$ cat src/rtl/picture_bank_ctrl.sv
// Picture bank controller: a 35-pixel (5x7) working frame, four save slots,
// row-serial CLEAR/SAVE/LOAD/INVERT commands and a multiplexed row scanner.
module picture_bank_ctrl #(
  parameter int SCAN_DIV = 50000
) (
  input  logic        CLOCK_50,
  input  logic        rst_n,
  input  logic        place,
  input  logic [34:0] ens_cursor,
  input  logic        cmd_valid,
  input  logic [1:0]  cmd_op,
  input  logic [1:0]  cmd_slot,
  output logic        cmd_ready,
  output logic        done,
  output logic [34:0] picture,
  output logic [4:0]  row_sel,
  output logic [6:0]  col_data
);

  localparam logic [1:0] S_IDLE = 2'd0;
  localparam logic [1:0] S_RUN  = 2'd1;
  localparam logic [1:0] S_DONE = 2'd2;

  localparam logic [1:0] OP_CLEAR  = 2'b00;
  localparam logic [1:0] OP_SAVE   = 2'b01;
  localparam logic [1:0] OP_LOAD   = 2'b10;
  localparam logic [1:0] OP_INVERT = 2'b11;

  localparam int              CNT_W     = $clog2(SCAN_DIV);
  localparam logic [CNT_W-1:0] SCAN_LAST = CNT_W'(SCAN_DIV - 1);

  logic [1:0]       r_state;
  logic [34:0]      r_work;
  logic [34:0]      r_slot [4];
  logic             r_pend;
  logic [34:0]      r_mask;
  logic [1:0]       r_op;
  logic [1:0]       r_sel;
  logic [2:0]       r_row;
  logic [CNT_W-1:0] r_scan;
  logic [4:0]       r_row_sel;

  logic             w_accept;
  logic [5:0]       w_base;
  logic [6:0]       w_work_row;
  logic [6:0]       w_slot_row;

  // New working-row value for the row-serial commands that write the frame.
  function automatic logic [6:0] row_op(input logic [1:0] op,
                                        input logic [6:0] work_row,
                                        input logic [6:0] slot_row);
    case (op)
      OP_CLEAR:  row_op = '0;
      OP_LOAD:   row_op = slot_row;
      OP_INVERT: row_op = ~work_row;
      default:   row_op = work_row;
    endcase
  endfunction

  assign cmd_ready  = (r_state == S_IDLE) && !r_pend;
  assign w_accept   = cmd_valid && cmd_ready;
  assign done       = (r_state == S_DONE);
  assign picture    = r_work;
  assign row_sel    = r_row_sel;
  assign w_base     = 6'(r_row) * 6'd7;
  assign w_work_row = r_work[w_base +: 7];
  assign w_slot_row = r_slot[r_sel][w_base +: 7];

  always_ff @(posedge CLOCK_50 or negedge rst_n) begin
    if (!rst_n) begin
      r_state <= S_IDLE;
      r_work  <= '0;
      for (int i = 0; i < 4; i++) r_slot[i] <= '0;
      r_pend  <= 1'b0;
      r_mask  <= '0;
      r_op    <= OP_CLEAR;
      r_sel   <= '0;
      r_row   <= '0;
    end else begin
      case (r_state)
        S_IDLE: begin
          // A toggle deferred from a busy period wins over any new place pulse.
          if (r_pend) begin
            r_work <= r_work ^ r_mask;
            r_pend <= 1'b0;
          end else if (place) begin
            r_work <= r_work ^ ens_cursor;
          end
          if (w_accept) begin
            r_state <= S_RUN;
            r_op    <= cmd_op;
            r_sel   <= cmd_slot;
            r_row   <= '0;
          end
        end
        S_RUN: begin
          if (r_op == OP_SAVE) r_slot[r_sel][w_base +: 7] <= w_work_row;
          else                 r_work[w_base +: 7]        <= row_op(r_op, w_work_row, w_slot_row);
          if (r_row == 3'd4) r_state <= S_DONE;
          else               r_row   <= r_row + 3'd1;
          if (place && !r_pend) begin
            r_pend <= 1'b1;
            r_mask <= ens_cursor;
          end
        end
        S_DONE: begin
          r_state <= S_IDLE;
          if (place && !r_pend) begin
            r_pend <= 1'b1;
            r_mask <= ens_cursor;
          end
        end
        default: r_state <= S_IDLE;
      endcase
    end
  end

  // Display scan: one row per SCAN_DIV clocks, rotating left.
  always_ff @(posedge CLOCK_50 or negedge rst_n) begin
    if (!rst_n) begin
      r_scan    <= '0;
      r_row_sel <= 5'b00001;
    end else if (r_scan == SCAN_LAST) begin
      r_scan    <= '0;
      r_row_sel <= {r_row_sel[3:0], r_row_sel[4]};
    end else begin
      r_scan    <= r_scan + 1'b1;
    end
  end

  always_comb begin
    col_data = '0;
    case (r_row_sel)
      5'b00001: col_data = r_work[6:0];
      5'b00010: col_data = r_work[13:7];
      5'b00100: col_data = r_work[20:14];
      5'b01000: col_data = r_work[27:21];
      5'b10000: col_data = r_work[34:28];
      default:  col_data = '0;
    endcase
  end

endmodule

$ cat config.mk
export PLATFORM = sky130hd
export DESIGN_NAME = picture_bank_ctrl
export DESIGN_NICKNAME = d
export VERILOG_FILES = /design/src/rtl/picture_bank_ctrl.sv
export SDC_FILE = /design/constraint.sdc
export NUM_CORES = 1
export LEC_CHECK = 0
export BUFFER_PORTS_ARGS = -buffer_cell sky130_fd_sc_hd__buf_2
export CAP_MARGIN = 40
export CORE_MARGIN = 5
export CORE_UTILIZATION = 44
export CTS_BUF_LIST = sky130_fd_sc_hd__clkbuf_4
export CTS_CLUSTER_DIAMETER = 60
export CTS_CLUSTER_SIZE = 8
export DETAILED_ROUTE_END_ITERATION = 16
export GPL_ROUTABILITY_DRIVEN = 0
export PLACE_DENSITY_LB_ADDON = 0.3
export SLEW_MARGIN = 20
export SYNTH_ARGS = -nofsm -noshare
export SYNTH_HDL_FRONTEND = slang
export SYNTH_SLANG_ARGS = --single-unit
$ cat constraint.sdc
create_clock -name CLOCK_50 -period 2.5 [get_ports CLOCK_50]
set_clock_uncertainty 0.05 [all_clocks]
set_input_delay 0.125 -clock CLOCK_50 [delete_from_list [all_inputs] [get_ports CLOCK_50]]
set_output_delay 0.125 -clock CLOCK_50 [all_outputs]
set_load 0.005 [all_outputs]
=== Yosys cells after proc, flatten, opt, wreduce, memory -nomap -nowiden ===
Index checks and enable logic that the tools add are counted.

* Add/subtract/negate cells: 3
* $mul: 1
* Divide/modulo/power cells: 0
* Order comparisons: 2
* Equal/unequal tests: 18
* Shifts and indexed selects: 5
* Mux-type cells: 24
* Bitwise gates (word level): 4
* Reduce and logical (&&, ||, !) cells: 17

{| class="wikitable"
|+ Operator list
! operator !! count
|-
| $mux W35 || 6
|-
| $bwmux W140 || 1
|-
| $bmux W35 S2 || 1
|-
| $demux W35 S2 || 1
|-
| $pmux W35 S2 || 1
|-
| $shiftx A35 B7 Y7 || 2
|-
| $shiftx A7 B8 Y35 || 2
|-
| $xor A35 B35 Y35 || 2
|-
| $bwmux W35 || 1
|-
| $pmux W7 S5 || 1
|-
| $shift A7 B8 Y35 const A || 1
|-
| $pmux W7 S3 || 1
|-
| $add A16 B1 Y16 const B || 1
|-
| $eq A16 B16 Y1 const B || 1
|-
| $mux W16 || 1
|-
| $mux W7 || 2
|-
| $reduce_and A2 Y1 || 5
|-
| $ne A2 B2 Y1 const B || 4
|-
| $neg A6 Y8 || 1
|-
| $not A7 Y7 || 1
|-
| $eq A2 B2 Y1 const B || 3
|-
| $mul A3 B3 Y6 const B || 1
|-
| $mux W3 || 2
|-
| $pmux W3 S2 || 1
|-
| other kinds (23) || 31
|}

* Register bits after elaboration: 241
* Bits in latches: 0
* Memory bits (writable): 0
* ROM bits: 0
* Bits of input ports: 43
* Output and inout bits: 49
* Logic and storage cells: 87
* Memories kept: 0

=== Longest topological paths before layout ===
* Word-level depth: 12
* Depth in mapped cells: 10
* Mapped depth without buffers: 7

=== Worst setup path before layout ===
No wires, ideal clock.

* Path type: register -> register
* From: register r_row[0]
* To: register r_work[27] (netlist: picture[27])
* Setup time: 0.110 ns
* Data arrival time: 2.403 ns
* Data required time: 2.340 ns
* Path slack: -0.063 ns
* Cell stages (with the launch flop): 10
* Buffers on the path: 2
* Period minus slack after synthesis: 2.563 ns
* Cells stage by stage: dfrtp_1 > inv_1 > clkbuf_1 > ha_1 > ha_1 > or3_1 > clkbuf_1 > inv_1 > nand4_1 > o41ai_1

* Longest elaborated chain between the ends: 10

{| class="wikitable"
|+ Ends and longest elaborated chain
! what !! RTL line !! RTL
|-
| start: declaration || 39 || <nowiki>logic [2:0] r_row;</nowiki>
|-
| start signal: assignment || 100 || <nowiki>else r_row <= r_row + 3'd1;</nowiki>
|-
| $mul A3 B3 Y6 * || 65 || <nowiki>assign w_base = 6'(r_row) * 6'd7;</nowiki>
|-
| $shiftx A35 B7 Y7 || 66 || <nowiki>assign w_work_row = r_work[w_base +: 7];</nowiki>
|-
| $not A7 Y7 || 55 || <nowiki>OP_INVERT: row_op = ~work_row;</nowiki>
|-
| $pmux W7 S3 || 52 || <nowiki>case (op)</nowiki>
|-
| $mux W7 || 97 || <nowiki>if (r_op == OP_SAVE) r_slot[r_sel][w_base +: 7] <= w_work_row;</nowiki>
|-
| $mux W7 || 80 || <nowiki>case (r_state)</nowiki>
|-
| $shiftx A7 B8 Y35 || 98 || <nowiki>else r_work[w_base +: 7] <= row_op(r_op, w_work_row, w_slot_row);</nowiki>
|-
| $bwmux W35 * || 98 ||
|-
| $mux W35 * || 97 ||
|-
| $pmux W35 S2 * || 80 ||
|-
| end signal: assignment || 84 || <nowiki>r_work <= r_work ^ r_mask;</nowiki>
|-
| end signal: assignment || 87 || <nowiki>r_work <= r_work ^ ens_cursor;</nowiki>
|-
| end signal: indexed assignment || 98 ||
|-
| end: declaration || 33 || <nowiki>logic [34:0] r_work;</nowiki>
|}

Every way passes the cells marked *; elsewhere a longest branch is shown, timed or not. The select of a mux whose other input is x is not followed.
A chain may end at the register's enable or synchronous reset.

=== Final worst setup path ===
* From: register r_row_sel[1] (netlist: row_sel[1])
* To: output col_data[2]

* Longest elaborated chain between the ends: 2

{| class="wikitable"
|+ Ends and longest elaborated chain
! what !! RTL line !! RTL
|-
| start: declaration || 41 || <nowiki>logic [4:0] r_row_sel;</nowiki>
|-
| start signal: assignment || 125 || <nowiki>r_row_sel <= {r_row_sel[3:0], r_row_sel[4]};</nowiki>
|-
| $eq A5 B5 Y1 (tied with other cells) || 133 || <nowiki>case (r_row_sel)</nowiki>
|-
| $pmux W7 S5 * || 133 ||
|-
| end: declaration || 17 || <nowiki>output logic [6:0] col_data</nowiki>
|}

Every way passes the cells marked *; elsewhere a longest branch is shown, timed or not.

==> metrics.cfg <==
[timing]
fmaxAchievable_mhz = 411.1
finalSetupViolCount = 0
setup_ws_ps = 67.23
worst_pin_slew_ps = 704.9
period_minus_slack_ps = 2433
slew_violations = 0
finalCritPeriodShare_pct = 97.31
grt_setup_unrepaired = yes
relSlewSlack_pct = 52.69
hold_violations = 0
hold_slack_ps = 141.4

[pwr]
leakage_nw = 6.673
powerDensity_nw_per_um2 = 1147
ir_worst_vdd_mv = 0.5420

[global_route]
grt_usage_pct = 21.69
overflow = 0
grt_most_used_layer = met2
grt_pass1_wl_um = 54810
grt_pass1_vias = 9738
antenna_found_initial = 1
gr-usage-met2_pct = 36.46
grt_use_met1_pct = 29.84
grtUsageMet3_pct = 3.357
grt_max_degree = 61

[cts]
cts_buffers = 37
clock_path_buffers = 3
cts_tree = yes
htree_levels = 2
cts_root_buf = clkbuf_4
path_clk_slew_ps = 90
clk_latency_ps = 650
cts_sinks = 241

[synth]
synth_fp_nets = 1152
synth_seq_cells = 241
synthXorXnorAreaFrac_pct = 0.9716
synth_flop_cell = dfrtp_1
syn_area_sq_um = 12620
synth-seq-area-share_pct = 47.80
synth.area.mux_share_pct = 20.39
ys_async_sr_fraction_pct = 100.0
synthAdderAreaFrac_pct = 0.8923
syn_area_per_cell_sq_um = 11.47
synth_top_family_by_area = multiplexers
ys_warn_count = 0
synth_compound_area_share_pct = 14.89
synthDistinctLibCells = 54
synth-simple-area-share_pct = 12.09
synth_cells = 1100
synth_edf_count = 0

[setup_path]
cp-start-kind = flip-flop
critPathSlowestCell = dfrtp_1
crit_family = simple AND/OR/NAND/NOR gates
cp_cell_sequence = or3_4, nor3b_2, buf_4, a222oi_1, nand2_1, buf_2
cp.required_ps = 2330
max_stage_delay_ps = 440
cp_max_fo = 7
arrival_ps = 2260
critical_path_buf_inv_count = 2
end_kind = output pin
worstSetupPathType = reg -> out

[route]
vias = 9624
routed_wl_um = 34770
dr.pass1.iters = 6
drt-initial-drc-count = 841
vias_per_cell = 5.725
drcViolationCount = 0
ant_nets = 0
routedWlPerCell_um = 20.69

[floorplan]
fp.coreArea_sq_um = 28550
dieArea_sq_um = 32170
io_pins = 92
fp-row-count = 62
die_h_um = 179.4
die_x_um = 179.4
initial_core_util_pct = 44.21

[layout]
nFillCells = 2575
final_nets = 1341
fin_util_pct = 51.73
final_cell_mix = dfrtp_1 (237), mux2_2 (142), nor2_1 (108)
regArea_sq_um = 6036
syn_to_final_growth_pct = 17.02
multi_input_area_sq_um = 6286
fin_cells = 1681
drive_gt1_share_pct = 33.64
final_common_cell = dfrtp_1

[hold_path]
hold_class = in -> reg

[placement]
placed_cells = 1584
io_buffers = 91
dp_slack_ps = 13.66
dp_hpwl_um = 24890

[job]
max_cap_viol_count = 0

[status]
status = finished clean

[tightest hold or removal path: stages]
cell,delay [ps]
buf_2,100
nand3b_1,380
o21ai_0,160
[what timing repair did]
action | in CTS | in global routing
setup buffers | 1 | 6
pin swaps | 0 | 7
hold endpoints to repair | 308 | 0
resized for setup | 0 | 14
hold buffers | 43 | 0
endpoints found under the setup margin | 1 | 20
[cell type report]
cell class                 count  share of cell area, %
tap                          384                  3.253
antenna                        1                0.01694
timing repair buffer         209                  10.69
clock inverter                 4                 0.1610
clock buffer                  42                  2.135
sequential                   241                  40.87
inverter                      12                 0.3050
multi-input combinational    788                  42.57
[Yosys cell counts, types with 7 or more instances]
| cell | instances | area share, % |
|---|---|---|
| a211oi_1 | 14 | 0.83 |
| o41ai_1 | 35 | 2.4 |
| a2111oi_4 | 7 | 1.5 |
| and2_1 | 35 | 1.7 |
| nand3_1 | 9 | 0.36 |
| nand2_1 | 68 | 2.0 |
| mux2_2 | 142 | 13 |
| a22oi_1 | 8 | 0.48 |
| nor2_1 | 108 | 3.2 |
| o22ai_1 | 13 | 0.64 |
| nand4_1 | 7 | 0.35 |
| o21ai_0 | 37 | 1.5 |
| nor2b_1 | 19 | 0.94 |
| clkbuf_1 | 21 | 0.62 |
| inv_1 | 11 | 0.33 |
| dfrtp_1 | 240 | 48 |
| buf_2 | 23 | 0.91 |
| ha_1 | 9 | 0.89 |
| xnor2_1 | 9 | 0.62 |
| a21oi_1 | 74 | 2.9 |
| nor4_2 | 9 | 0.89 |
| buf_4 | 9 | 0.54 |
| mux2i_1 | 49 | 3.9 |
| a222oi_1 | 7 | 0.56 |
| o21ba_2 | 7 | 0.56 |
| mux4_2 | 21 | 3.7 |
| nor2_2 | 8 | 0.40 |
| a2bb2oi_1 | 35 | 2.4 |
[per-layer routing]
layer / vias to the layer above / share of wire [%]
met1: 4776 / 44
met2: 341 / 48
met4: 0 / 2.1
met3: 62 / 6.4
met5: - / 0
li1: 4445 / -
[registers in the layout, summed over array words and instances, names as in the netlist]
name	count
r_state	2
r_sel	2
picture	35
r_pend	1
r_mask	35
r_row	3
r_op	2
r_scan	16
r_slot	140
row_sel	5
[logic make-up (layout without fill, tap and decap cells)]
kind of cell | after synthesis | count (layout)
buffers and inverters | 71 | 267
XOR/XNOR | 14 | 14
AND/OR/NAND/NOR | 301 | 301
AO/OA/AOI/OAI | 251 | 251
multiplexers | 213 | 213
other | 0 | 1
flip-flops | 241 | 241
adder cells (fa/ha/maj) | 9 | 9
[final timing paths]
| kind | slack [ps] | start | to | depth (start not counted) |
|---|---|---|---|---|
| max | 70 | row_sel[1]$_DFFE_PN0N_ | col_data[2] | 6 |
| min reg2reg | 430 | r_slot[34]$_DFFE_PN0P_ | r_slot[34]$_DFFE_PN0P_ | 2 |
| max reg2reg | 120 | r_row[0]$_DFFE_PN0P_ | picture[31]$_DFFE_PN0P_ | 8 |
| min | 140 | cmd_valid | r_state[0]$_DFFE_PN0P_ | 3 |
| max in group asynchronous | 1280 | rst_n | row_sel[0]$_DFFE_PN1N_ | 4 |
| min in group asynchronous | 440 | rst_n | picture[3]$_DFFE_PN0P_ | 3 |
[power by group]
part / internal, mW / total, mW / switching (mW) / leakage [nW]
clock network: 0.784 / 2.14 / 1.36 / 0.203
registers: 4.86 / 5.88 / 1.01 / 3.16
logic: 3.93 / 8.92 / 4.99 / 3.31
[metrics by stage]
step	cell area (sq um)	setup TNS, ps	power, mW
final	14770	0	16.94
after global routing	14770	-73.98	17.94
after CTS	14650	0	16.75
after detailed placement	13860	0	14.51
after global placement	13860	0	14.36
after floorplan	12620	0	11.43
(Power assumes the default switching activity.)
